--- src/rtl/ps2_pkg.sv ---
// Shared PS/2 definitions: FSM state codes, default timing constants and
// the debug view of the transmitter, reused by the PS/2 receiver.
package ps2_pkg;

  localparam int INHIBIT_CYCLES_DEF = 10000;
  localparam int TIMEOUT_CYCLES_DEF = 2000000;
  localparam int FIFO_DEPTH_DEF     = 4;

  localparam logic [2:0] ST_IDLE      = 3'd0;
  localparam logic [2:0] ST_INHIBIT   = 3'd1;
  localparam logic [2:0] ST_RTS       = 3'd2;
  localparam logic [2:0] ST_DATA      = 3'd3;
  localparam logic [2:0] ST_PARITY    = 3'd4;
  localparam logic [2:0] ST_STOP      = 3'd5;
  localparam logic [2:0] ST_ACK       = 3'd6;
  localparam logic [2:0] ST_WAIT_IDLE = 3'd7;

  typedef struct packed {
    logic [2:0] state;
    logic [3:0] bit_idx;
    logic       ack_ok;
  } ps2_tx_dbg_t;

  // PS/2 frames carry odd parity over the eight data bits.
  function automatic logic odd_parity(input logic [7:0] b);
    return ~^b;
  endfunction

endpackage

--- src/rtl/ps2_tx_fifo.sv ---
// Command byte FIFO for the PS/2 transmitter: show-ahead read data,
// registered pointers that wrap modulo DEPTH (DEPTH must be a power of two, >= 2).
module ps2_tx_fifo #(
  parameter int DEPTH = 4,
  parameter int W     = 8
) (
  input  logic         clock,
  input  logic         reset,
  input  logic         push,
  input  logic [W-1:0] push_data,
  input  logic         pop,
  output logic [W-1:0] pop_data,
  output logic         full,
  output logic         empty
);

  localparam int AW = $clog2(DEPTH);
  localparam int CW = AW + 1;
  localparam logic [AW-1:0] PTR_ONE = AW'(1);
  localparam logic [CW-1:0] CNT_ONE = CW'(1);
  localparam logic [CW-1:0] CNT_FULL = CW'(DEPTH);

  logic [W-1:0]  mem_q [DEPTH];
  logic [W-1:0]  mem_d [DEPTH];
  logic [AW-1:0] wr_ptr_q, wr_ptr_d;
  logic [AW-1:0] rd_ptr_q, rd_ptr_d;
  logic [CW-1:0] count_q, count_d;
  logic          do_push, do_pop;

  // Full is judged on the pre-pop count, so a push while full is dropped
  // even if a pop happens on the same cycle.
  assign full     = (count_q == CNT_FULL);
  assign empty    = (count_q == '0);
  assign do_push  = push && !full;
  assign do_pop   = pop && !empty;
  assign pop_data = mem_q[rd_ptr_q];

  always_comb begin
    mem_d    = mem_q;
    wr_ptr_d = wr_ptr_q;
    rd_ptr_d = rd_ptr_q;
    count_d  = count_q;
    if (do_push) begin
      mem_d[wr_ptr_q] = push_data;
      wr_ptr_d        = wr_ptr_q + PTR_ONE;
    end
    if (do_pop) begin
      rd_ptr_d = rd_ptr_q + PTR_ONE;
    end
    case ({do_push, do_pop})
      2'b10:   count_d = count_q + CNT_ONE;
      2'b01:   count_d = count_q - CNT_ONE;
      default: count_d = count_q;
    endcase
  end

  always_ff @(posedge clock) begin
    if (reset) begin
      mem_q    <= '{default: '0};
      wr_ptr_q <= '0;
      rd_ptr_q <= '0;
      count_q  <= '0;
    end else begin
      mem_q    <= mem_d;
      wr_ptr_q <= wr_ptr_d;
      rd_ptr_q <= rd_ptr_d;
      count_q  <= count_d;
    end
  end

endmodule

--- src/rtl/ps2_tx.sv ---
// PS/2 host-to-device transmitter: queues command bytes and sends each as an
// inhibit / request-to-send / 11-bit frame, reporting done or err per byte.
module ps2_tx
  import ps2_pkg::*;
#(
  parameter int INHIBIT_CYCLES = INHIBIT_CYCLES_DEF,
  parameter int TIMEOUT_CYCLES = TIMEOUT_CYCLES_DEF,
  parameter int FIFO_DEPTH     = FIFO_DEPTH_DEF
) (
  input  logic        clock,
  input  logic        reset,
  // Handshake: a byte transfers on every rising edge where tx_valid && tx_ready;
  // tx_ready never depends on tx_valid, and tx_data only matters while tx_valid.
  input  logic        tx_valid,
  input  logic [7:0]  tx_data,
  output logic        tx_ready,
  input  logic        ps2_clk,
  input  logic        ps2_dat,
  output logic        ps2_clk_oe,
  output logic        ps2_dat_oe,
  output logic        busy,
  output logic        done,
  output logic        err,
  output ps2_tx_dbg_t dbg
);

  localparam int CNT_MAX = (INHIBIT_CYCLES > TIMEOUT_CYCLES) ? INHIBIT_CYCLES : TIMEOUT_CYCLES;
  localparam int CNT_W   = $clog2(CNT_MAX + 1);
  localparam logic [CNT_W-1:0] INH_LOAD = CNT_W'(INHIBIT_CYCLES);
  localparam logic [CNT_W-1:0] TO_LOAD  = CNT_W'(TIMEOUT_CYCLES);
  localparam logic [CNT_W-1:0] CNT_ONE  = CNT_W'(1);
  localparam logic [3:0]       LAST_BIT = 4'd8;

  logic [2:0]       state_q, state_d;
  logic [2:0]       clk_sync_q, clk_sync_d;
  logic [2:0]       dat_sync_q, dat_sync_d;
  logic [CNT_W-1:0] cnt_q, cnt_d;
  logic [8:0]       shift_q, shift_d;
  logic [3:0]       bit_idx_q, bit_idx_d;
  logic             clk_oe_q, clk_oe_d;
  logic             dat_oe_q, dat_oe_d;
  logic             ack_ok_q, ack_ok_d;
  logic             done_q, done_d;
  logic             err_q, err_d;

  logic             fifo_pop;
  logic [7:0]       fifo_data;
  logic             fifo_full;
  logic             fifo_empty;
  logic             fall;
  logic             clk_s;
  logic             dat_s;

  ps2_tx_fifo #(
    .DEPTH (FIFO_DEPTH),
    .W     (8)
  ) u_fifo (
    .clock     (clock),
    .reset     (reset),
    .push      (tx_valid),
    .push_data (tx_data),
    .pop       (fifo_pop),
    .pop_data  (fifo_data),
    .full      (fifo_full),
    .empty     (fifo_empty)
  );

  assign clk_sync_d = {clk_sync_q[1:0], ps2_clk};
  assign dat_sync_d = {dat_sync_q[1:0], ps2_dat};
  assign fall       = clk_sync_q[2] & ~clk_sync_q[1];
  assign clk_s      = clk_sync_q[1];
  assign dat_s      = dat_sync_q[1];

  always_comb begin
    state_d   = state_q;
    cnt_d     = cnt_q;
    shift_d   = shift_q;
    bit_idx_d = bit_idx_q;
    dat_oe_d  = dat_oe_q;
    ack_ok_d  = ack_ok_q;
    done_d    = 1'b0;
    err_d     = 1'b0;
    fifo_pop  = 1'b0;
    case (state_q)
      ST_IDLE: begin
        dat_oe_d = 1'b0;
        if (!fifo_empty) begin
          fifo_pop = 1'b1;
          shift_d  = {odd_parity(fifo_data), fifo_data};
          cnt_d    = INH_LOAD;
          state_d  = ST_INHIBIT;
        end
      end
      ST_INHIBIT: begin
        // Leave on the count of one so ps2_clk is held low exactly INHIBIT_CYCLES.
        if (cnt_q <= CNT_ONE) begin
          dat_oe_d = 1'b1;
          cnt_d    = TO_LOAD;
          state_d  = ST_RTS;
        end else begin
          cnt_d = cnt_q - CNT_ONE;
        end
      end
      ST_RTS, ST_DATA, ST_PARITY, ST_STOP: begin
        if (fall) begin
          cnt_d = TO_LOAD;
          case (state_q)
            ST_RTS: begin
              dat_oe_d  = ~shift_q[0];
              bit_idx_d = 4'd1;
              state_d   = ST_DATA;
            end
            ST_DATA: begin
              // shift_q[8] is the parity bit, so index 8 ends the data phase.
              dat_oe_d = ~shift_q[bit_idx_q];
              if (bit_idx_q == LAST_BIT) begin
                state_d = ST_PARITY;
              end else begin
                bit_idx_d = bit_idx_q + 4'd1;
              end
            end
            ST_PARITY: begin
              dat_oe_d = 1'b0;
              state_d  = ST_STOP;
            end
            default: begin
              ack_ok_d = ~dat_s;
              state_d  = ST_ACK;
            end
          endcase
        end else if (cnt_q == '0) begin
          dat_oe_d = 1'b0;
          err_d    = 1'b1;
          state_d  = ST_IDLE;
        end else begin
          cnt_d = cnt_q - CNT_ONE;
        end
      end
      ST_ACK: begin
        dat_oe_d = 1'b0;
        done_d   = ack_ok_q;
        err_d    = ~ack_ok_q;
        cnt_d    = TO_LOAD;
        state_d  = ST_WAIT_IDLE;
      end
      ST_WAIT_IDLE: begin
        dat_oe_d = 1'b0;
        // The byte's outcome was already reported in ACK; a stuck bus here
        // only abandons the wait, keeping done/err to one pulse per byte.
        if (clk_s && dat_s) begin
          state_d = ST_IDLE;
        end else if (cnt_q == '0) begin
          state_d = ST_IDLE;
        end else begin
          cnt_d = cnt_q - CNT_ONE;
        end
      end
      default: begin
        dat_oe_d = 1'b0;
        state_d  = ST_IDLE;
      end
    endcase
    clk_oe_d = (state_d == ST_INHIBIT);
  end

  always_ff @(posedge clock) begin
    if (reset) begin
      state_q    <= ST_IDLE;
      clk_sync_q <= 3'b111;
      dat_sync_q <= 3'b111;
      cnt_q      <= '0;
      shift_q    <= '0;
      bit_idx_q  <= '0;
      clk_oe_q   <= 1'b0;
      dat_oe_q   <= 1'b0;
      ack_ok_q   <= 1'b0;
      done_q     <= 1'b0;
      err_q      <= 1'b0;
    end else begin
      state_q    <= state_d;
      clk_sync_q <= clk_sync_d;
      dat_sync_q <= dat_sync_d;
      cnt_q      <= cnt_d;
      shift_q    <= shift_d;
      bit_idx_q  <= bit_idx_d;
      clk_oe_q   <= clk_oe_d;
      dat_oe_q   <= dat_oe_d;
      ack_ok_q   <= ack_ok_d;
      done_q     <= done_d;
      err_q      <= err_d;
    end
  end

  assign tx_ready    = !fifo_full;
  assign ps2_clk_oe  = clk_oe_q;
  assign ps2_dat_oe  = dat_oe_q;
  assign busy        = (state_q != ST_IDLE) || !fifo_empty;
  assign done        = done_q;
  assign err         = err_q;
  assign dbg.state   = state_q;
  assign dbg.bit_idx = bit_idx_q;
  assign dbg.ack_ok  = ack_ok_q;

endmodule

--- config.mk ---
export PLATFORM = sky130hd
export DESIGN_NAME = ps2_tx
export DESIGN_NICKNAME = d
export VERILOG_FILES = /design/src/rtl/ps2_pkg.sv /design/src/rtl/ps2_tx_fifo.sv /design/src/rtl/ps2_tx.sv
export SDC_FILE = /design/constraint.sdc
export NUM_CORES = 1
export LEC_CHECK = 0
export CORE_ASPECT_RATIO = 0.9
export CORE_MARGIN = 3
export CORE_UTILIZATION = 31
export DETAILED_ROUTE_END_ITERATION = 16
export GPL_TIMING_DRIVEN = 0
export PLACE_DENSITY = 0.53
export SYNTH_ARGS = -nofsm -noshare
export SYNTH_HDL_FRONTEND = slang
export SYNTH_SLANG_ARGS = --single-unit
--- constraint.sdc ---
create_clock -name clock -period 3 [get_ports clock]
set_input_delay 0.45 -clock clock [delete_from_list [all_inputs] [get_ports clock]]
set_output_delay 0.45 -clock clock [all_outputs]
set_load 0.03 [all_outputs]
Word level (Yosys, flattened, before mapping)
Index checks and enable logic that the tools add are counted.
{"block": "totals", "output_inout_bits": 14, "elab_cells": 116, "reg_bits": 86, "inputBits": 13}
{"block": "op_classes", "n_reduce_logical": 23, "n_addsub": 6, "muxes": 35, "n_bitwise": 11, "magnitude_cmp": 5, "eq_ne": 18}
{"operator": "$mux 21", "count": 5}
{"operator": "$pmux 21 s5", "count": 1}
{"operator": "$bwmux 32", "count": 1}
{"operator": "$mux 8", "count": 3}
{"operator": "$le 21x1->1 const B", "count": 1}
{"operator": "$logic_not 21->1", "count": 1}
{"operator": "$sub 21x1->21 const B", "count": 1}
{"operator": "$mux 3", "count": 6}
{"operator": "$bmux 8 s2", "count": 1}
{"operator": "$demux 8 s2", "count": 1}
{"operator": "$eq 3x3->1 const B", "count": 5}
{"operator": "$pmux 3 s5", "count": 1}
{"operator": "$pmux 3 s3", "count": 1}
{"operator": "$mux 1", "count": 8}
{"operator": "$ne 2x2->1 const B", "count": 4}
{"operator": "$not 1->1", "count": 8}
{"operator": "$pmux 4 s2", "count": 1}
{"operator": "$reduce_xnor 8->1", "count": 1}
{"operator": "$eq 3x1->1 const B", "count": 2}
{"operator": "$eq 3x2->1 const B", "count": 2}
{"operator": "$ge 3x3->1 const B", "count": 2}
{"operator": "$logic_not 3->1", "count": 2}
{"operator": "$not 2->3", "count": 2}
{"operator": "$pmux 1 s3", "count": 2}
{"operator": "27 further kinds", "count": 36}

Longest topological paths before layout
Gate-level depths: netlist of the first run.
{"block": "logic_depth", "word_depth": 6, "ltp_mapped": 12, "depth_no_buf": 10}

Hierarchy
Synthesis of the first run repeated with hierarchy kept, for this count alone.
{"block": "unflattened", "cells_unflattened": 510, "area_unflattened_um2": 4639.4}
{"module": "ps2_tx", "area_each_um2": 2736.4, "seq_area_each_um2": 940.9, "cells_per_inst": 337, "n_inst": 1}
{"module": "ps2_tx_fifo", "area_each_um2": 1903.1, "seq_area_each_um2": 780.7, "cells_per_inst": 173, "n_inst": 1}

Worst setup path after synthesis of the first run
No wires, ideal clock.
{"block": "synth_timing", "path_type": "reg-to-reg", "from": "register state_q[2]", "to": "register u_fifo.count_q[2]", "t_required_ns": 2.930, "t_arrival_ns": 2.602, "slack_ns": 0.328, "stages_incl_launch_ff": 13, "n_path_buf": 3, "period_less_slack_ns": 2.672, "path_cell_list": "dfxtp_1 > buf_2 > buf_2 > nor3_1 > nand2_1 > inv_1 > clkbuf_1 > ha_1 > inv_1 > fa_1 > xor2_1 > or3_1 > a21oi_1"}
{"block": "synth_between", "elab_chain_cells": 5}
{"item": "start, declared", "line_no": "ps2_tx.sv:34", "source": "logic [2:0] state_q, state_d;"}
{"item": "start signal, assigned", "line_no": "ps2_tx.sv:180", "source": "state_q <= state_d;"}
{"item": "$logic_not 3->1 (*)", "line_no": "ps2_tx.sv:84", "source": "case (state_q)"}
{"item": "$mux 1 (*)", "line_no": "ps2_tx.sv:84"}
{"item": "via fifo_pop", "line_no": "ps2_tx.sv:46", "source": "logic fifo_pop;"}
{"item": "$logic_and 1x1->1 (*)", "line_no": "ps2_tx_fifo.sv:35", "source": "assign do_pop = pop && !empty;"}
{"item": "$eq 2x1->1 / $eq 2x2->1 (equally long branches)", "line_no": "ps2_tx_fifo.sv:50", "source": "case ({do_push, do_pop})"}
{"item": "$pmux 3 s2 / $reduce_bool 2->1 (equally long branches)"}
{"item": "end signal, assigned", "line_no": "ps2_tx_fifo.sv:67", "source": "count_q <= count_d;"}
{"item": "end, declared", "line_no": "ps2_tx_fifo.sv:27", "source": "logic [CW-1:0] count_q, count_d;"}
Mark *: on every way through the listed nets, which the timed path passes. The rest lies on a longest branch.
A chain may end at the register's enable or synchronous reset.

Final worst setup path of the first run
{"block": "layout_timing", "from": "register cnt_q[5]", "to": "register cnt_q[1]"}
{"block": "layout_between", "elab_chain_cells": 4}
{"item": "start, declared", "line_no": "ps2_tx.sv:37", "source": "logic [CNT_W-1:0] cnt_q, cnt_d;"}
{"item": "start signal, assigned", "line_no": "ps2_tx.sv:183", "source": "cnt_q <= cnt_d;"}
{"item": "parallel branches: the longest is 3 deep, another holds $le 21x1->1"}
{"item": "$pmux 21 s5 (*)", "line_no": "ps2_tx.sv:84"}
Every way passes the cells marked *. The select of a mux whose other input is x is not followed.

==> flow_results.xml, run 1 <==
<?xml version="1.0" encoding="UTF-8"?>
<metrics>
  <group name="status">
    <metric name="outcome" unit="">complete, no violations</metric>
  </group>
  <group name="clock_network">
    <metric name="cts_inserted_buffers" unit="">9</metric>
    <metric name="cts.sink_count" unit="">86</metric>
    <metric name="cts_tree" unit="">yes</metric>
    <metric name="max-clock-path-buffers" unit="">2</metric>
    <metric name="insertion_delay" unit="ns">0.36</metric>
    <metric name="cts_post_setup_buffers_inserted" unit="">0</metric>
    <metric name="clock_tree.root_cell" unit="">sky130_fd_sc_hd__clkbuf_16</metric>
    <metric name="quantity_of_hold_fixing_buffers_added_after_cts" unit="">0</metric>
    <metric name="worst_setup_hold_path_clk_slew" unit="ns">0.06</metric>
    <metric name="cts_max_level" unit="">3</metric>
  </group>
  <group name="setup_path">
    <metric name="critical_path.reg2reg.endpoint" unit="">cnt_q[1]</metric>
    <metric name="reg2reg_slack" unit="ns">0.30</metric>
    <metric name="crit_type" unit="">reg2reg</metric>
    <metric name="cp.required" unit="ns">3.24</metric>
    <metric name="critical_path.endpoint" unit="">cnt_q[1]</metric>
    <metric name="critPathLaunchType" unit="">flop</metric>
    <metric name="critical_path_peak_fanout" unit="">9</metric>
    <metric name="cp_slowest_cell" unit="">sky130_fd_sc_hd__a21oi_1</metric>
    <metric name="slowest_delay" unit="ns">0.65</metric>
    <metric name="crit_path_cell_trace" unit="">nor3_1, nor3b_1, nand3_1, a21oi_1, or4_2, o22ai_1</metric>
    <metric name="timing.critical_path.to_type" unit="">flop</metric>
    <metric name="critPathArrivalTime" unit="ns">2.94</metric>
    <metric name="rr_worst_depth" unit="">6</metric>
    <metric name="timing.critical_path.from" unit="">cnt_q[5]</metric>
    <metric name="critical_path.reg2reg.startpoint" unit="">cnt_q[5]</metric>
  </group>
  <group name="sta">
    <metric name="timing.final.crit_share" unit="">0.901</metric>
    <metric name="fin_skew" unit="ns">0.00869</metric>
    <metric name="grt_setup_unrepaired" unit="">no</metric>
    <metric name="timing_max_transition_violations_final" unit="">0</metric>
    <metric name="post-route-min-period" unit="ns">2.70</metric>
    <metric name="relSlewSlack" unit="">0.502</metric>
    <metric name="hold_violations" unit="">0</metric>
    <metric name="final.setup.tns" unit="ns">0</metric>
    <metric name="max_slew.worst_pin.slew" unit="ns">0.745</metric>
    <metric name="final-setup-viol-count" unit="">0</metric>
    <metric name="timing.fmax" unit="MHz">370</metric>
    <metric name="final.setup.worst_slack" unit="ns">0.298</metric>
  </group>
  <group name="place">
    <metric name="pre_cts_ws" unit="ns">0.0202</metric>
    <metric name="numPortBuffers" unit="">26</metric>
    <metric name="place.gp.congestion" unit="">0.865</metric>
    <metric name="dpl.hpwl" unit="microns">8970</metric>
  </group>
  <group name="yosys">
    <metric name="netlist_top_cells_area" unit="">sky130_fd_sc_hd__dfxtp_1 39%, sky130_fd_sc_hd__a21oi_1 7.4%, sky130_fd_sc_hd__nand2_1 7.0%, sky130_fd_sc_hd__nand3_1 5.1%, sky130_fd_sc_hd__mux4_2 4.5%</metric>
    <metric name="synth_top_cell_area_share" unit="">0.386</metric>
    <metric name="ys_ff_latch" unit="">86</metric>
    <metric name="yosys_warnings" unit="">0</metric>
    <metric name="post-synth-top-count-cell" unit="">sky130_fd_sc_hd__dfxtp_1</metric>
    <metric name="synth_nets" unit="">566</metric>
    <metric name="postSynthAreaPerCell" unit="sq um">8.22</metric>
    <metric name="synth-edff-count" unit="">0</metric>
    <metric name="dominantRegCellSynth" unit="">sky130_fd_sc_hd__dfxtp_1</metric>
    <metric name="synth.yosys.seq_area_share" unit="">0.386</metric>
    <metric name="netlist_area" unit="sq um">4460</metric>
    <metric name="post_synth_inst_count" unit="">542</metric>
    <metric name="async_set_or_reset_register_ratio_after_synthesis" unit="">0</metric>
    <metric name="yosys.area.top_type" unit="">sky130_fd_sc_hd__dfxtp_1</metric>
    <metric name="post_synth_num_cell_types" unit="">68</metric>
    <metric name="ys_top_cells_by_count" unit="">86 x sky130_fd_sc_hd__dfxtp_1, 83 x sky130_fd_sc_hd__nand2_1, 66 x sky130_fd_sc_hd__a21oi_1</metric>
  </group>
  <group name="power_and_ir_drop">
    <metric name="clkPwrFrac" unit="">0.224</metric>
    <metric name="internal_power" unit="uW">2910</metric>
    <metric name="comb_power_share" unit="">0.479</metric>
    <metric name="p_switching" unit="uW">2320</metric>
    <metric name="power_switching_share" unit="">0.443</metric>
    <metric name="power.density" unit="nW/um^2">993</metric>
    <metric name="share_seq_of_total_power" unit="">0.297</metric>
    <metric name="vdd_ir_drop_max" unit="mV">0.330</metric>
    <metric name="leakage" unit="uW">0.00176</metric>
  </group>
  <group name="finish">
    <metric name="synthToLayoutAreaGrowth" unit="%">18.2</metric>
    <metric name="drive_above_1_share" unit="">0.0995</metric>
    <metric name="postLayoutCoreUtil" unit="">0.384</metric>
    <metric name="n_antenna_cell" unit="">0</metric>
    <metric name="finish.net_count" unit="">602</metric>
  </group>
  <group name="floorplanning">
    <metric name="design.die.area" unit="sq um">15900</metric>
    <metric name="floorplan.io_pins" unit="">27</metric>
    <metric name="floorplan.die.height" unit="microns">120</metric>
    <metric name="rows" unit="">40</metric>
    <metric name="floorplan.initialDensity" unit="">0.325</metric>
    <metric name="core-area" unit="sq um">13700</metric>
    <metric name="floorplan.die.width" unit="microns">132</metric>
  </group>
  <group name="flow_run">
    <metric name="drv.max_cap_violation_count" unit="">0</metric>
  </group>
  <group name="routing">
    <metric name="violation_count_after_the_first_detailed_routing_iteration" unit="">385</metric>
    <metric name="drtAntennaViolNets" unit="">0</metric>
    <metric name="routed_wl" unit="microns">12600</metric>
    <metric name="detail_route.first_pass.iterations" unit="">5</metric>
    <metric name="drt-wirelength-per-cell" unit="microns">16.3</metric>
    <metric name="routed_via_density" unit="">5.37</metric>
    <metric name="route.detailed.drc" unit="">0</metric>
    <metric name="dr_total_vias" unit="">4145</metric>
  </group>
  <group name="global_route">
    <metric name="grt_pass1_wl" unit="microns">20500</metric>
    <metric name="antenna_found_initial" unit="">0</metric>
    <metric name="grt_max_degree" unit="">16</metric>
    <metric name="globalRouteTotalUtil" unit="">0.162</metric>
    <metric name="first_global_vias" unit="">3819</metric>
    <metric name="overflow" unit="">0</metric>
  </group>
  <group name="worst_hold_path">
    <metric name="hold_path_class" unit="">reg2reg</metric>
    <metric name="timing.hold.worst.start" unit="">clk_sync_q[0]</metric>
  </group>
</metrics>
## critical path, delay by kind of cell (launching register included)
kind               cells  cell delay [ns]
AOI/OAI and AO/OA      2             0.72
and+or+nand+nor        4             1.50
DFF                    1             0.37
## registers in the layout, summed over array words and instances (netlist names)
| signal | count |
|---|---|
| ack_ok_q | 1 |
| bit_idx_q | 4 |
| clk_sync_q | 3 |
| cnt_q | 21 |
| dat_sync_q | 2 |
| done | 1 |
| err | 1 |
| ps2_clk_oe | 1 |
| ps2_dat_oe | 1 |
| shift_q | 9 |
| state_q | 3 |
| u_fifo.count_q | 3 |
| u_fifo.mem_q | 32 |
| u_fifo.rd_ptr_q | 2 |
| u_fifo.wr_ptr_q | 2 |
## worst min path at each step
stage	slack (ns)	cells past startpoint	to
3_5_place_dp	0.41	1	dat_sync_q[1]
6_report	0.42	1	clk_sync_q[1]
5_1_grt	0.44	1	dat_sync_q[1]
2_1_floorplan	0.39	1	clk_sync_q[1]
3_3_place_gp	0.40	1	dat_sync_q[1]
4_1_cts	0.43	1	dat_sync_q[1]
## cell usage in the layout (no fill, tap or decap), types with 5 or more instances in the layout
cell type and count:
sky130_fd_sc_hd__dfxtp_1 86, sky130_fd_sc_hd__nand2_1 83, sky130_fd_sc_hd__a21oi_1 66, sky130_fd_sc_hd__nand3_1 45, sky130_fd_sc_hd__nor2_1 32, sky130_fd_sc_hd__clkdlybuf4s50_1 26
sky130_fd_sc_hd__clkbuf_1 20, sky130_fd_sc_hd__o21ai_0 20, sky130_fd_sc_hd__inv_1 17, sky130_fd_sc_hd__nor3_1 15, sky130_fd_sc_hd__a211oi_1 10, sky130_fd_sc_hd__ha_1 10
sky130_fd_sc_hd__or3_1 9, sky130_fd_sc_hd__mux4_2 9, sky130_fd_sc_hd__clkbuf_16 9, sky130_fd_sc_hd__xnor2_1 8, sky130_fd_sc_hd__xor2_1 7, sky130_fd_sc_hd__a31oi_1 7
sky130_fd_sc_hd__buf_2 6, sky130_fd_sc_hd__or2_2 5
## power by group through the flow
stage / registers [uW] / logic (uW) / clock network (uW)
after floorplan: 1560 / 1790 / 0
after global placement: 1560 / 2450 / 0
after detailed placement: 1570 / 2470 / 0
after CTS: 1550 / 2470 / 1190
after global routing: 1590 / 2770 / 1240
final: 1550 / 2500 / 1170
## metrics by stage
stage | std cells | hold WS (ns) | power [uW] | area [sq um]
finish | 772 | 0.421 | 5230 | 5270
global route | 772 | 0.441 | 5600 | 5270
CTS | 772 | 0.427 | 5210 | 5260
detailed placement | 757 | 0.411 | 4040 | 4950
global placement | 757 | 0.405 | 4010 | 4950
floorplan | 542 | 0.389 | 3350 | 4460
## what timing repair did
item,CTS,global route
endpoints found under the setup margin,1,3
gates resized for setup,0,2
pin swaps,0,0
## logic make-up (layout without fill, tap and decap cells)
kind of cell,after synthesis,count (layout),synth area share
AO/OA/AOI/OAI,139,139,0.196
XOR/XNOR,15,15,0.0295
adder cells (fa/ha/maj),11,11,0.0326
buffers and inverters,49,90,0.0446
flip-flops,86,86,0.386
multiplexers,12,12,0.0522
AND/OR/NAND/NOR,230,230,0.259
## routing by layer
| metal | track usage | up-vias | wire length, microns |
|---|---|---|---|
| met5 | 0 | - | 0 |
| met4 | 0.0429 | 0 | 172 |
| met3 | 0.0436 | 18 | 740 |
| met2 | 0.239 | 119 | 5500 |
| met1 | 0.232 | 1981 | 6200 |
| li1 | - | 2027 | - |
## final cells by class
| class | count | area (sq um) |
|---|---|---|
| fill | 1401 | 8450 |
| tap | 189 | 236 |
| multi-input combinational | 407 | 2540 |
| timing repair buffer | 26 | 260 |
| sequential | 86 | 1720 |
| clock inverter | 6 | 68.8 |
| inverter | 18 | 71.3 |
| buffer | 30 | 128 |
| clock buffer | 10 | 239 |
(Power assumes the default switching activity.)
==> run 2: changes to the inputs <==
--- a/config.mk
+++ b/config.mk
@@ -5,6 +5,7 @@
 export SDC_FILE = /design/constraint.sdc
 export NUM_CORES = 1
 export LEC_CHECK = 0
+export ABC_AREA = 1
 export CORE_ASPECT_RATIO = 0.9
 export CORE_MARGIN = 3
 export CORE_UTILIZATION = 31
==> run 2 against run 1 <==
Power up 8.6%. Fmax fell by 1.7%. Global-route usage grew 1.0 points. Combinational power grew 19%. Highest routed layer unchanged. Critical path type unchanged. First-iteration DRC count increased by 5.5%. Largest cell class unchanged.
==> flow_results.xml, run 2 <==
<?xml version="1.0" encoding="UTF-8"?>
<metrics>
  <group name="status">
    <metric name="outcome" unit="">complete, no violations</metric>
  </group>
  <group name="routing">
    <metric name="routed_wl" unit="microns">13700</metric>
    <metric name="detail_route.first_pass.iterations" unit="">5</metric>
    <metric name="violation_count_after_the_first_detailed_routing_iteration" unit="">406</metric>
    <metric name="routed_via_density" unit="">5.06</metric>
    <metric name="dr_total_vias" unit="">4833</metric>
    <metric name="drtAntennaViolNets" unit="">0</metric>
    <metric name="drt-wirelength-per-cell" unit="microns">14.3</metric>
    <metric name="route.detailed.drc" unit="">0</metric>
  </group>
  <group name="global_route">
    <metric name="first_global_vias" unit="">4693</metric>
    <metric name="grt_pass1_wl" unit="microns">22700</metric>
    <metric name="grt_max_degree" unit="">15</metric>
    <metric name="globalRouteTotalUtil" unit="">0.172</metric>
    <metric name="antenna_found_initial" unit="">0</metric>
    <metric name="overflow" unit="">0</metric>
  </group>
  <group name="yosys">
    <metric name="yosys_warnings" unit="">0</metric>
    <metric name="netlist_top_cells_area" unit="">sky130_fd_sc_hd__dfxtp_1 36%, sky130_fd_sc_hd__nand2_1 15%, sky130_fd_sc_hd__nand3_1 9.1%, sky130_fd_sc_hd__a21oi_1 7.7%, sky130_fd_sc_hd__nor2_1 5.2%</metric>
    <metric name="synth_nets" unit="">742</metric>
    <metric name="post-synth-top-count-cell" unit="">sky130_fd_sc_hd__nand2_1</metric>
    <metric name="netlist_area" unit="sq um">4730</metric>
    <metric name="ys_top_cells_by_count" unit="">187 x sky130_fd_sc_hd__nand2_1, 86 x sky130_fd_sc_hd__dfxtp_1, 86 x sky130_fd_sc_hd__nand3_1</metric>
    <metric name="ys_ff_latch" unit="">86</metric>
    <metric name="synth_top_cell_area_share" unit="">0.364</metric>
    <metric name="dominantRegCellSynth" unit="">sky130_fd_sc_hd__dfxtp_1</metric>
    <metric name="synth-edff-count" unit="">0</metric>
    <metric name="post_synth_inst_count" unit="">718</metric>
    <metric name="yosys.area.top_type" unit="">sky130_fd_sc_hd__dfxtp_1</metric>
    <metric name="synth.yosys.seq_area_share" unit="">0.364</metric>
    <metric name="postSynthAreaPerCell" unit="sq um">6.59</metric>
    <metric name="async_set_or_reset_register_ratio_after_synthesis" unit="">0</metric>
    <metric name="post_synth_num_cell_types" unit="">38</metric>
  </group>
  <group name="sta">
    <metric name="post-route-min-period" unit="ns">2.75</metric>
    <metric name="fin_skew" unit="ns">0.00781</metric>
    <metric name="timing.fmax" unit="MHz">364</metric>
    <metric name="timing_max_transition_violations_final" unit="">0</metric>
    <metric name="relSlewSlack" unit="">0.516</metric>
    <metric name="final.setup.tns" unit="ns">0</metric>
    <metric name="max_slew.worst_pin.slew" unit="ns">0.725</metric>
    <metric name="timing.final.crit_share" unit="">0.916</metric>
    <metric name="hold_violations" unit="">0</metric>
    <metric name="grt_setup_unrepaired" unit="">no</metric>
    <metric name="final-setup-viol-count" unit="">0</metric>
  </group>
  <group name="setup_path">
    <metric name="cp_slowest_cell" unit="">sky130_fd_sc_hd__dfxtp_1</metric>
    <metric name="reg2reg_slack" unit="ns">0.25</metric>
    <metric name="critPathArrivalTime" unit="ns">2.98</metric>
    <metric name="critical_path.reg2reg.startpoint" unit="">state_q[2]</metric>
    <metric name="critical_path.endpoint" unit="">u_fifo.count_q[2]</metric>
    <metric name="critPathLaunchType" unit="">flop</metric>
    <metric name="critical_path.reg2reg.endpoint" unit="">u_fifo.count_q[2]</metric>
    <metric name="cp.required" unit="ns">3.23</metric>
    <metric name="slowest_delay" unit="ns">0.47</metric>
    <metric name="rr_worst_depth" unit="">14</metric>
    <metric name="critical_path_peak_fanout" unit="">10</metric>
    <metric name="crit_path_cell_trace" unit="">inv_2, nand2_2, nor2_4, nand4_4, o21ai_2, nor2_4, clkbuf_4, ha_1, inv_1, fa_1, a21oi_1, o21ai_0, o21ai_0, a21oi_1</metric>
    <metric name="crit_type" unit="">reg2reg</metric>
    <metric name="timing.critical_path.to_type" unit="">flop</metric>
    <metric name="timing.critical_path.from" unit="">state_q[2]</metric>
  </group>
  <group name="place">
    <metric name="numPortBuffers" unit="">25</metric>
    <metric name="dpl.hpwl" unit="microns">10100</metric>
    <metric name="placed_area" unit="sq um">5230</metric>
    <metric name="place.gp.congestion" unit="">0.886</metric>
  </group>
  <group name="finish">
    <metric name="postLayoutCoreUtil" unit="">0.373</metric>
    <metric name="layout.area.seq" unit="sq um">1720</metric>
    <metric name="synthToLayoutAreaGrowth" unit="%">17.0</metric>
    <metric name="number_of_inserted_filler_cells_in_the_final_layout" unit="">1628</metric>
    <metric name="max_ffs_per_register" unit="">32</metric>
    <metric name="multi_input_comb_area" unit="sq um">2630</metric>
    <metric name="largest_registers_in_the_final_layout" unit="">u_fifo.mem_q: 32 flops, cnt_q: 21 flops, shift_q: 9 flops</metric>
    <metric name="largest-register" unit="">u_fifo.mem_q</metric>
    <metric name="n_antenna_cell" unit="">0</metric>
    <metric name="design_area" unit="sq um">5530</metric>
    <metric name="finish.net_count" unit="">778</metric>
    <metric name="final_common_cell" unit="">sky130_fd_sc_hd__nand2_1</metric>
    <metric name="most_used_cells_in_the_layout_excluding_fill_and_tap_cells" unit="">187 x sky130_fd_sc_hd__nand2_1, 86 x sky130_fd_sc_hd__nand3_1, 86 x sky130_fd_sc_hd__dfxtp_1</metric>
    <metric name="drive_above_1_share" unit="">0.0792</metric>
  </group>
  <group name="power_and_ir_drop">
    <metric name="vdd_ir_drop_max" unit="mV">0.445</metric>
    <metric name="clkPwrFrac" unit="">0.203</metric>
    <metric name="leakage" unit="uW">0.00225</metric>
    <metric name="comb_power_share" unit="">0.523</metric>
    <metric name="internal_power" unit="uW">3000</metric>
    <metric name="power.density" unit="nW/um^2">1030</metric>
    <metric name="p_switching" unit="uW">2680</metric>
    <metric name="power_switching_share" unit="">0.472</metric>
    <metric name="share_seq_of_total_power" unit="">0.275</metric>
  </group>
  <group name="floorplanning">
    <metric name="design.die.area" unit="sq um">16800</metric>
    <metric name="floorplan.io_pins" unit="">27</metric>
    <metric name="floorplan.initialDensity" unit="">0.319</metric>
    <metric name="floorplan.die.height" unit="microns">123</metric>
    <metric name="floorplan.die.width" unit="microns">136</metric>
    <metric name="core-area" unit="sq um">14800</metric>
    <metric name="rows" unit="">42</metric>
  </group>
  <group name="flow_run">
    <metric name="drv.max_cap_violation_count" unit="">0</metric>
  </group>
  <group name="clock_network">
    <metric name="clock_tree.root_cell" unit="">sky130_fd_sc_hd__clkbuf_16</metric>
    <metric name="insertion_delay" unit="ns">0.35</metric>
    <metric name="worst_setup_hold_path_clk_slew" unit="ns">0.07</metric>
    <metric name="cts_max_level" unit="">3</metric>
    <metric name="cts_tree" unit="">yes</metric>
    <metric name="max-clock-path-buffers" unit="">2</metric>
    <metric name="cts.sink_count" unit="">86</metric>
    <metric name="cts_inserted_buffers" unit="">9</metric>
  </group>
  <group name="worst_hold_path">
    <metric name="hold_path_class" unit="">reg2reg</metric>
    <metric name="worstHoldPathCells" unit="">1</metric>
  </group>
</metrics>
==> run 2: changes by cell type after synthesis, moves of 7 or more <==
cell and delta:
sky130_fd_sc_hd__inv_2 +9, sky130_fd_sc_hd__a211oi_1 -8, sky130_fd_sc_hd__o21ai_0 +17, sky130_fd_sc_hd__or3_1 -9, sky130_fd_sc_hd__a21oi_1 +7, sky130_fd_sc_hd__clkbuf_1 -9, sky130_fd_sc_hd__nand3_1 +41, sky130_fd_sc_hd__mux4_2 -9
sky130_fd_sc_hd__nor2_1 +34, sky130_fd_sc_hd__nand2_1 +104, sky130_fd_sc_hd__inv_1 +40, sky130_fd_sc_hd__nor3_1 -7, sky130_fd_sc_hd__o21ai_1 +14
==> run 2: power by group through the flow <==
stage | clock, uW | combinational, uW | sequential, uW
after floorplan | 0 | 2180 | 1560
after detailed placement | 0 | 2930 | 1580
after global placement | 0 | 2870 | 1570
after CTS | 1180 | 2950 | 1560
final | 1150 | 2970 | 1560
after global routing | 1220 | 3390 | 1590
==> run 2: worst max-delay path, delay by kind of cell, from the launching register on <==
| kind | cells | cell delay [ns] |
|---|---|---|
| adders and majority gates | 2 | 0.54 |
| AOI/OAI and AO/OA | 5 | 0.62 |
| and+or+nand+nor | 4 | 0.54 |
| buffers and inverters | 3 | 0.43 |
| DFF | 1 | 0.47 |
==> run 2: timing repair <==
item | in CTS | in global routing
hold buffers | 0 | 0
endpoints found under the hold margin | 0 | 0
setup endpoints to repair | 0 | 1
gates resized for setup | 0 | 2
setup buffers | 0 | 0
==> run 2: stage by stage <==
step | setup slack (ns) | total power (uW) | hold WS, ns | std cells
after floorplan | 0.434 | 3740 | 0.389 | 718
after global placement | 0.301 | 4440 | 0.394 | 941
after detailed placement | 0.223 | 4510 | 0.395 | 941
after CTS | 0.201 | 5690 | 0.410 | 956
after global routing | 0.0756 | 6210 | 0.430 | 956
final | 0.252 | 5680 | 0.408 | 956
==> run 2: per-layer routing <==
layer	share of wire	up-vias	routed length, microns	global-route usage
li1	-	2424	-	-
met1	0.47	2274	6370	0.217
met2	0.47	111	6430	0.286
met3	0.044	24	601	0.0427
met4	0.020	0	276	0.0642
met5	0	-	0	0
==> run 2: cells by family after synthesis <==
| logic type | count (synthesis) | synth area share |
|---|---|---|
| AOI/OAI and AO/OA | 136 | 0.151 |
| xor gates and xnor gates | 8 | 0.0148 |
| adders and majority gates | 11 | 0.0307 |
| buffers and inverters | 96 | 0.0820 |
| DFF | 86 | 0.364 |
| and+or+nand+nor | 381 | 0.358 |
==> run 2: cell type report <==
type                       count  share of cell area
timing repair buffer          25              0.0452
tap                          198              0.0448
inverter                      70              0.0475
buffer                        26              0.0231
sequential                    86               0.311
multi-input combinational    536               0.474
clock inverter                 5              0.0106
clock buffer                  10              0.0432
==> run 2: worst min path at each step <==
stage,from,to
6_report,dat_sync_q[0],dat_sync_q[1]
5_1_grt,dat_sync_q[0],dat_sync_q[1]
4_1_cts,dat_sync_q[0],dat_sync_q[1]
3_5_place_dp,dat_sync_q[0],dat_sync_q[1]
3_3_place_gp,dat_sync_q[0],dat_sync_q[1]
2_1_floorplan,clk_sync_q[0],clk_sync_q[1]
